$ cat src/rtl/ula_issue_stage.sv
// ALU issue stage: decodes ID-stage instructions into ALUControl plus operands and
// presents them to the EX-stage ALU through a registered valid/ready stage with a skid entry.
module ula_issue_stage #(
  parameter int WIDTH     = 32,
  parameter int IMM_WIDTH = 16,
  parameter int CNT_WIDTH = 8
) (
  input  logic                 clock,
  input  logic                 reset,
  input  logic                 flush,
  input  logic                 in_valid,
  output logic                 in_ready,
  input  logic [3:0]           opcode,
  input  logic [2:0]           funct,
  input  logic [WIDTH-1:0]     rs_data,
  input  logic [WIDTH-1:0]     rt_data,
  input  logic [IMM_WIDTH-1:0] imediato,
  output logic                 out_valid,
  input  logic                 out_ready,
  output logic [2:0]           ALUControl,
  output logic [WIDTH-1:0]     entrada1,
  output logic [WIDTH-1:0]     entrada2,
  output logic                 illegal_instr,
  output logic [CNT_WIDTH-1:0] illegal_count
);

  localparam int EXT = WIDTH - IMM_WIDTH;

  logic [WIDTH-1:0] imm_sext, imm_zext;
  logic [2:0]       dec_ctrl;
  logic [WIDTH-1:0] dec_b;
  logic             dec_legal;

  logic             skid_valid;
  logic [2:0]       skid_ctrl;
  logic [WIDTH-1:0] skid_a, skid_b;

  logic accept, acc_legal, acc_illegal;
  logic out_load, skid_write, skid_valid_nxt;

  assign imm_sext = {{EXT{imediato[IMM_WIDTH-1]}}, imediato};
  assign imm_zext = {{EXT{1'b0}}, imediato};

  always_comb begin
    dec_ctrl  = 3'b000;
    dec_b     = rt_data;
    dec_legal = 1'b1;
    case (opcode)
      4'b0000: begin
        dec_ctrl = funct;
        if (funct > 3'b100) dec_legal = 1'b0;
      end
      4'b0001: begin dec_ctrl = 3'b010; dec_b = imm_sext; end
      4'b0010: begin dec_ctrl = 3'b000; dec_b = imm_zext; end
      4'b0011: begin dec_ctrl = 3'b001; dec_b = imm_zext; end
      4'b0100: begin dec_ctrl = 3'b100; dec_b = imm_sext; end
      4'b0101: begin dec_ctrl = 3'b011; dec_b = rt_data;  end
      4'b0110,
      4'b0111: begin dec_ctrl = 3'b010; dec_b = imm_sext; end
      default: dec_legal = 1'b0;
    endcase
  end

  assign accept      = in_valid && in_ready;
  assign acc_legal   = accept && dec_legal;
  assign acc_illegal = accept && !dec_legal;
  assign out_load    = !out_valid || out_ready;
  // The skid entry catches a legal input whenever OUT cannot take it directly.
  assign skid_write  = acc_legal && ((out_valid && !out_ready) || (out_load && skid_valid));

  always_comb begin
    skid_valid_nxt = skid_valid;
    if (skid_write)                   skid_valid_nxt = 1'b1;
    else if (out_load && skid_valid)  skid_valid_nxt = 1'b0;
  end

  always_ff @(posedge clock) begin
    if (reset) begin
      out_valid     <= 1'b0;
      in_ready      <= 1'b1;
      ALUControl    <= 3'b000;
      entrada1      <= '0;
      entrada2      <= '0;
      skid_valid    <= 1'b0;
      skid_ctrl     <= 3'b000;
      skid_a        <= '0;
      skid_b        <= '0;
      illegal_instr <= 1'b0;
      illegal_count <= '0;
    end else if (flush) begin
      out_valid     <= 1'b0;
      skid_valid    <= 1'b0;
      in_ready      <= 1'b1;
      illegal_instr <= 1'b0;
    end else begin
      illegal_instr <= acc_illegal;
      if (acc_illegal && illegal_count != '1)
        illegal_count <= illegal_count + CNT_WIDTH'(1);
      if (out_load) begin
        if (skid_valid) begin
          out_valid  <= 1'b1;
          ALUControl <= skid_ctrl;
          entrada1   <= skid_a;
          entrada2   <= skid_b;
        end else if (acc_legal) begin
          out_valid  <= 1'b1;
          ALUControl <= dec_ctrl;
          entrada1   <= rs_data;
          entrada2   <= dec_b;
        end else begin
          out_valid  <= 1'b0;
        end
      end
      if (skid_write) begin
        skid_ctrl <= dec_ctrl;
        skid_a    <= rs_data;
        skid_b    <= dec_b;
      end
      skid_valid <= skid_valid_nxt;
      in_ready   <= !skid_valid_nxt;
    end
  end

endmodule

$ cat config.mk
export PLATFORM = sky130hd
export DESIGN_NAME = ula_issue_stage
export DESIGN_NICKNAME = d
export VERILOG_FILES = /design/src/rtl/ula_issue_stage.sv
export SDC_FILE = /design/constraint.sdc
export NUM_CORES = 1
export LEC_CHECK = 0
export ABC_AREA = 1
export CORE_MARGIN = 2
export CORE_UTILIZATION = 51
export CTS_CLUSTER_DIAMETER = 50
export DETAILED_ROUTE_END_ITERATION = 16
export PLACE_DENSITY = 0.9
export SYNTH_ARGS = -nofsm -noshare
export SYNTH_HDL_FRONTEND = slang
export SYNTH_SLANG_ARGS = --single-unit
$ cat constraint.sdc
create_clock -name clock -period 2.1 [get_ports clock]
set_clock_uncertainty 0.05 [all_clocks]
set_input_delay 0.21 -clock clock [delete_from_list [all_inputs] [get_ports clock]]
set_output_delay 0.21 -clock clock [all_outputs]
set_load 0.01 [all_outputs]
==> results of run 1 <==
==> metal layers <==
layer  wire length [microns]  track usage, %  part of all wire [%]
met5                       0               0                     0
met4                     530           11.86                   2.7
met3                    1476           5.357                   7.6
met2                    9379           43.54                    48
met1                    8027           32.01                    41
==> logic make-up (layout without fill, tap and decap cells) <==
| family | Yosys count | in the layout | share of synthesized area, % |
|---|---|---|---|
| AOI/OAI and AO/OA | 98 | 98 | 6.854 |
| xor gates and xnor gates | 4 | 4 | 0.4797 |
| adders and majority gates | 1 | 1 | 0.1713 |
| buffers and inverters | 210 | 360 | 12.17 |
| DFF | 146 | 146 | 40.03 |
| and+or+nand+nor | 724 | 724 | 40.30 |
==> flip-flops by register name (all words and copies together), names as in the netlist <==
name,flops
ALUControl,3
entrada1,32
entrada2,32
illegal_count,8
illegal_instr,1
in_ready,1
out_valid,1
skid_a,32
skid_b,32
skid_ctrl,3
skid_valid,1
==> worst max-delay path, delay by kind of cell, from the launching register on <==
kind | cells | cell delay [ns]
simple gates | 4 | 0.58
flops | 1 | 0.36
fa+ha+maj | 1 | 0.25
compound gates | 2 | 0.44
==> per-stage QoR <==
stage	instance area, sq um	cells
after CTS	9769	1513
after detailed placement	9135	1481
after global routing	9769	1513
after global placement	9135	1481
final	9769	1513
after floorplan	7302	1183
==> Yosys cell counts (all sizes together) <==
cell,n
a21oi,61
a31oi,1
and2,1
buf,39
clkbuf,34
dfxtp,146
ha,1
inv,137
nand2,390
nand3,115
nand4,3
nor2,197
nor3,2
o211ai,1
o21ai,34
o21bai,1
or2,16
xor2,4
==> power groups by stage <==
stage | clock, uW | combinational, uW | sequential, uW
finish | 3260 | 931 | 2870
global placement | 0 | 903 | 2930
global route | 3420 | 1040 | 2880
CTS | 3300 | 929 | 2870
detailed placement | 0 | 916 | 2930
floorplan | 0 | 460 | 2960
==> worst max path at each step <==
stage	from	to	slack, ns
after detailed placement	opcode[1]	skid_b[13]	0.07
after floorplan	illegal_count[0]	illegal_count[1]	0.58
after global placement	opcode[3]	entrada2[14]	0.15
after CTS	illegal_count[0]	illegal_count[7]	0.31
after global routing	illegal_count[0]	illegal_count[1]	0.14
final	illegal_count[0]	illegal_count[7]	0.30
==> final cells by class <==
cell class,instances,share of cell area [%]
Sequential cell,146,29.93
Inverter,137,5.277
Clock buffer,20,4.675
Clock inverter,12,1.819
Tap cell,180,2.305
Timing Repair Buffer,191,20.16
Multi-Input combinational cell,827,35.84
==> placed cells by master (no fill, tap or decap), types with 2 or more instances in the layout <==
cell / synthesis / routed
or2_2: 16 / 16
nand3_2: 2 / 2
clkbuf_16: 0 / 17
inv_6: 0 / 3
a21oi_1: 60 / 60
buf_12: 0 / 9
nand4_1: 2 / 2
clkinv_2: 0 / 4
xor2_1: 4 / 4
buf_4: 13 / 13
nor2_2: 1 / 2
clkdlybuf4s50_1: 0 / 169
bufinv_16: 0 / 4
nor3_1: 2 / 2
nand3_1: 113 / 113
nor2_1: 195 / 194
nand2_1: 389 / 388
o21ai_0: 34 / 34
dfxtp_1: 146 / 145
inv_1: 136 / 135
clkbuf_8: 0 / 2
==> results.md, run 1 <==
- RSZ-0062 raised after global routing: false
- Row cnt: 43
- Max cap viols: 0
- Mapped Nets: 1276
- Reg2Reg Depth: 7
- Relative slew slack: 65.04%
- Sw Pwr: 1713 uW
- YS warnings: 0
- Antenna violations before repair: 0
- DR iter-0 viols: 640
- Max IR drop VDD: 0.4953 mV
- Power Density: 722.6 nW/um^2
- Clock Latency Late Sink: 0.42 ns
- Clock power frac: 46.1%
- Dpl ws: 0.06577 ns
- Die ar.: 15290 sq um
- Part of the power in registers: 40.7%
- Worst hold path class: in2reg
- Area of the multi-input gates: 3501 sq um
- Synthesized flop and latch total: 146
- Hold_sp: rs_data[7]
- Final Max Slew Viols: 0
- # IOs: 170
- Post-DRT Antenna Nets: 0
- Post-Synthesis Cell Area: 7302 sq um
- Worst R2R Setup Slack: 0.30 ns
- Required @ worst endpoint: 2.35 ns
- Synth area leaders: dfxtp_1 40%, nand2_1 20%, nor2_1 10%, nand3_1 7.7%, inv_1 7.0%
- Remaining Overflow, GRT: 0
- Reg2reg start: illegal_count[0]
- # diodes: 0
- CTS HTree Levels: 4
- Setup bufs post-CTS: 0
- Crit path top cell by count: nand2_1
- TNS Setup: 0 ns
- Switching Share: 24.27%
- Die extent in y: 123.7 microns
- Sink Count: 146
- Number of global-route vias before repair: 6854
- Final Hold Vio Count: 0
- Fin Hold WS: 0.3669 ns
- Placer Congestion: 0.8506
- Overall Power: 7059 uW
- Distinct cells, synth: 28
- Layout area overhead: 33.79%
- Final net count: 1413
- # DRC: 0
- Period utilization: 85.86%
- Worst R2R End: illegal_count[7]
- IO buf count: 169
- Outcome: completed
- Post-CTS sizing: 0
- F_max: 554.6 MHz
- CP Max Fanout: 10
- CP startpoint kind: flop
- Post-synthesis sequential area ratio: 40.03%
- First-pass GRT wire length: 31640 microns
- Core box area: 13930 sq um
- Initial Util: 52.40%
- Synth top area share: 40.03%
- Hold Crit Depth: 5
- Clk root buf: clkbuf_16
- Largest net degree at the start of global routing: 102
- Kind of critical path: reg2reg
- Slowest stage delay, CP: 0.37 ns
- Sequence of cells on the critical path: ha_1, nand2_1, nor2_1, a21oi_2, nand2_1, nand2_1, a21oi_1
- CTS clk-pin slew, worst paths: 0.06 ns
- Leading area contributor after synthesis: dfxtp_1
- Post-Synthesis Cells: 1183
- Drt first pass iters: 6
- Shortest period the worst path allows: 1.803 ns
- Critical Path AT: 2.05 ns
- Worst path slowest cell: a21oi_2
- Die width: 123.7 microns
- Cell Int Power: 5346 uW
- Avg Cell Area, Syn: 6.172 sq um
- Crit. End Element: flop
- Wire per inst: 12.83 microns
- Worst Tran Pin Value: 0.5244 ns
- Vias per cell: 5.013
- GRT Util Overall: 25.95%
- Hold worst-path end: skid_a[7]
- TritonCTS clock tree: yes
- Final setup violation count: 0
- # hold bufs at CTS: 0
- Cts bufs inserted: 17
- Layout cells sized above 1: 6.077%
- Fin worst setup slack: 0.2970 ns
- Vias: 7585
- WL final: 19410 microns
- Post-layout util: 70.11%
- HPWL Detailed: 12530 microns
- Register Area: 2924 sq um
- Pleak: 0.004479 uW
- Worst-case clock buffer depth: 2
- Combinational share of power: 13.2%
- FILL cells: 1134
No activity file was read; power rests on OpenSTA's default activity.
==> run 2: changes to the inputs <==
- CORE_UTILIZATION: 51 -> 64
- DONT_BUFFER_PORTS: unset -> 1
- PLACE_DENSITY: 0.9 -> 0.89
==> run 2 against run 1 <==
  * Sequential share of layout area increased by 5.7 points
  * Via count fell by 7.1%
  * Fmax is 3.1% higher
  * Cell count fell by 12%
  * Register-to-register slack better by 0.05 ns
  * Cell area shrank 16%
  * Hold slack worse by 0.32 ns
  * Utilization grew 2.8 points
  * Sequential power up 1%
  * Combinational power decreased by 33%
  * Largest cell class unchanged
  * Largest power group is now registers
==> results.md, run 2 (synthesis results as in run 1) <==
- Top sig layer: met4
- Drt first pass iters: 5
- Worst R2R Setup Slack: 0.35 ns
- Kind of critical path: reg2reg
- DR iter-0 viols: 536
- Wire per inst: 13.28 microns
- CTS clk-pin slew, worst paths: 0.07 ns
- Final Max Slew Viols: 0
- Core box area: 11270 sq um
- Die extent in y: 110.8 microns
- DR WL met2: 8293 microns
- Power Density: 772.6 nW/um^2
- Post-Place Cells: 1269
- First-pass GRT wire length: 29330 microns
- Worst path slowest cell: buf_4
- Wire length on met3: 1312 microns
- Final Hold Vio Count: 0
- Final setup violation count: 0
- Pleak: 0.003899 uW
- Commonest cells after routing, fill and taps aside: 388 x nand2_1, 194 x nor2_1, 145 x dfxtp_1, 135 x inv_1, 113 x nand3_1
- Worst Tran Pin Value: 0.8080 ns
- Wl on met1: 7645 microns
- Die width: 110.8 microns
- Number of global-route vias before repair: 6441
- Row cnt: 39
- TritonCTS clock tree: yes
- Layout cells sized above 1: 6.454%
- CP startpoint kind: flop
- CTS HTree Levels: 4
- Largest net degree at the start of global routing: 86
- WL final: 17740 microns
- Max cap viols: 0
- GRT Util Overall: 28.59%
- Clock Latency Late Sink: 0.41 ns
- Slowest stage delay, CP: 0.63 ns
- Finished Layout Cells: 1336
- Required @ worst endpoint: 2.38 ns
- Outcome: completed
- Antenna violations before repair: 0
- Crit. End Element: flop
- Vias: 7044
- RSZ-0062 raised after global routing: false
- Critical Path AT: 2.03 ns
- Cts bufs inserted: 17
- Max IR drop VDD: 0.4608 mV
- Post-CTS sizing: 0
- Die ar.: 12280 sq um
- Initial Util: 64.78%
- TNS Setup: 0 ns
- Worst hold path class: in2reg
- Sink Count: 146
- HPWL Detailed: 10410 microns
- CP Max Fanout: 85
- IO buf count: 0
- Layout area overhead: 12.47%
- Commonest non-fill, non-tap cell in the layout: nand2_1
- Post-DRT Antenna Nets: 0
- # DRC: 0
- Shortest period the worst path allows: 1.749 ns
- Relative slew slack: 46.13%
- Period utilization: 83.27%
- Sequence of cells on the critical path: buf_4, nand2_1, o21ai_0, nand3_1, a21oi_1
- Setup bufs post-CTS: 0
- Worst-case clock buffer depth: 2
- Remaining Overflow, GRT: 0
- Clk root buf: clkbuf_16
- Placer Congestion: 0.8048
- # IOs: 170
- Final net count: 1273
- # diodes: 0
- # hold bufs at CTS: 35
- Vias per cell: 5.272
- F_max: 571.9 MHz
-- run 2: final timing paths --
kind         startpoint  depth (start not counted)           end
max          skid_valid                          5  entrada1[11]
min               reset                          2  entrada1[12]
max reg2reg  skid_valid                          5  entrada1[11]
min reg2reg  skid_b[19]                          2    skid_b[19]
-- run 2: worst max-delay path: cells and delay by family (launching register included) --
| kind | cells | cell delay [ns] |
|---|---|---|
| compound gates | 2 | 0.34 |
| buf+inv | 1 | 0.63 |
| flops | 1 | 0.33 |
| simple gates | 2 | 0.29 |
-- run 2: per-stage QoR --
step	util, %	worst slack [ns]	cell area, sq um	hold WS (ns)	total power (uW)
2_1_floorplan	-	0.5830	7302	0.3681	3418
3_3_place_gp	64.78	0.5006	7302	0.2327	3499
3_5_place_dp	64.78	0.4541	7302	0.2349	3509
4_1_cts	72.86	0.4269	8213	0.03049	6353
5_1_grt	72.86	0.2439	8213	0.03766	6591
6_report	72.86	0.3514	8213	0.04508	6346
-- run 2: layout make-up --
cell class / instances / area [sq um]
clock inverters: 15 / 125.1
inverters: 137 / 515.5
repair buffers: 51 / 543.0
well taps: 143 / 178.9
fillers: 902 / 3059
multi-input cells: 827 / 3501
flip-flops and latches: 146 / 2924
clock buffers: 17 / 425.4
-- run 2: report_power, final --
group          internal, uW  leakage, uW  switching [uW]
sequential             2840      0.00118            74.2
combinational           234      0.00246             389
clock                  1540     0.000259            1270
-- run 2: routing by layer --
metal,GRT usage (%),up-vias
met1,35.77,3114
met3,7.326,53
met2,46.13,287
li1,-,3590
met4,13.83,0
met5,0,-
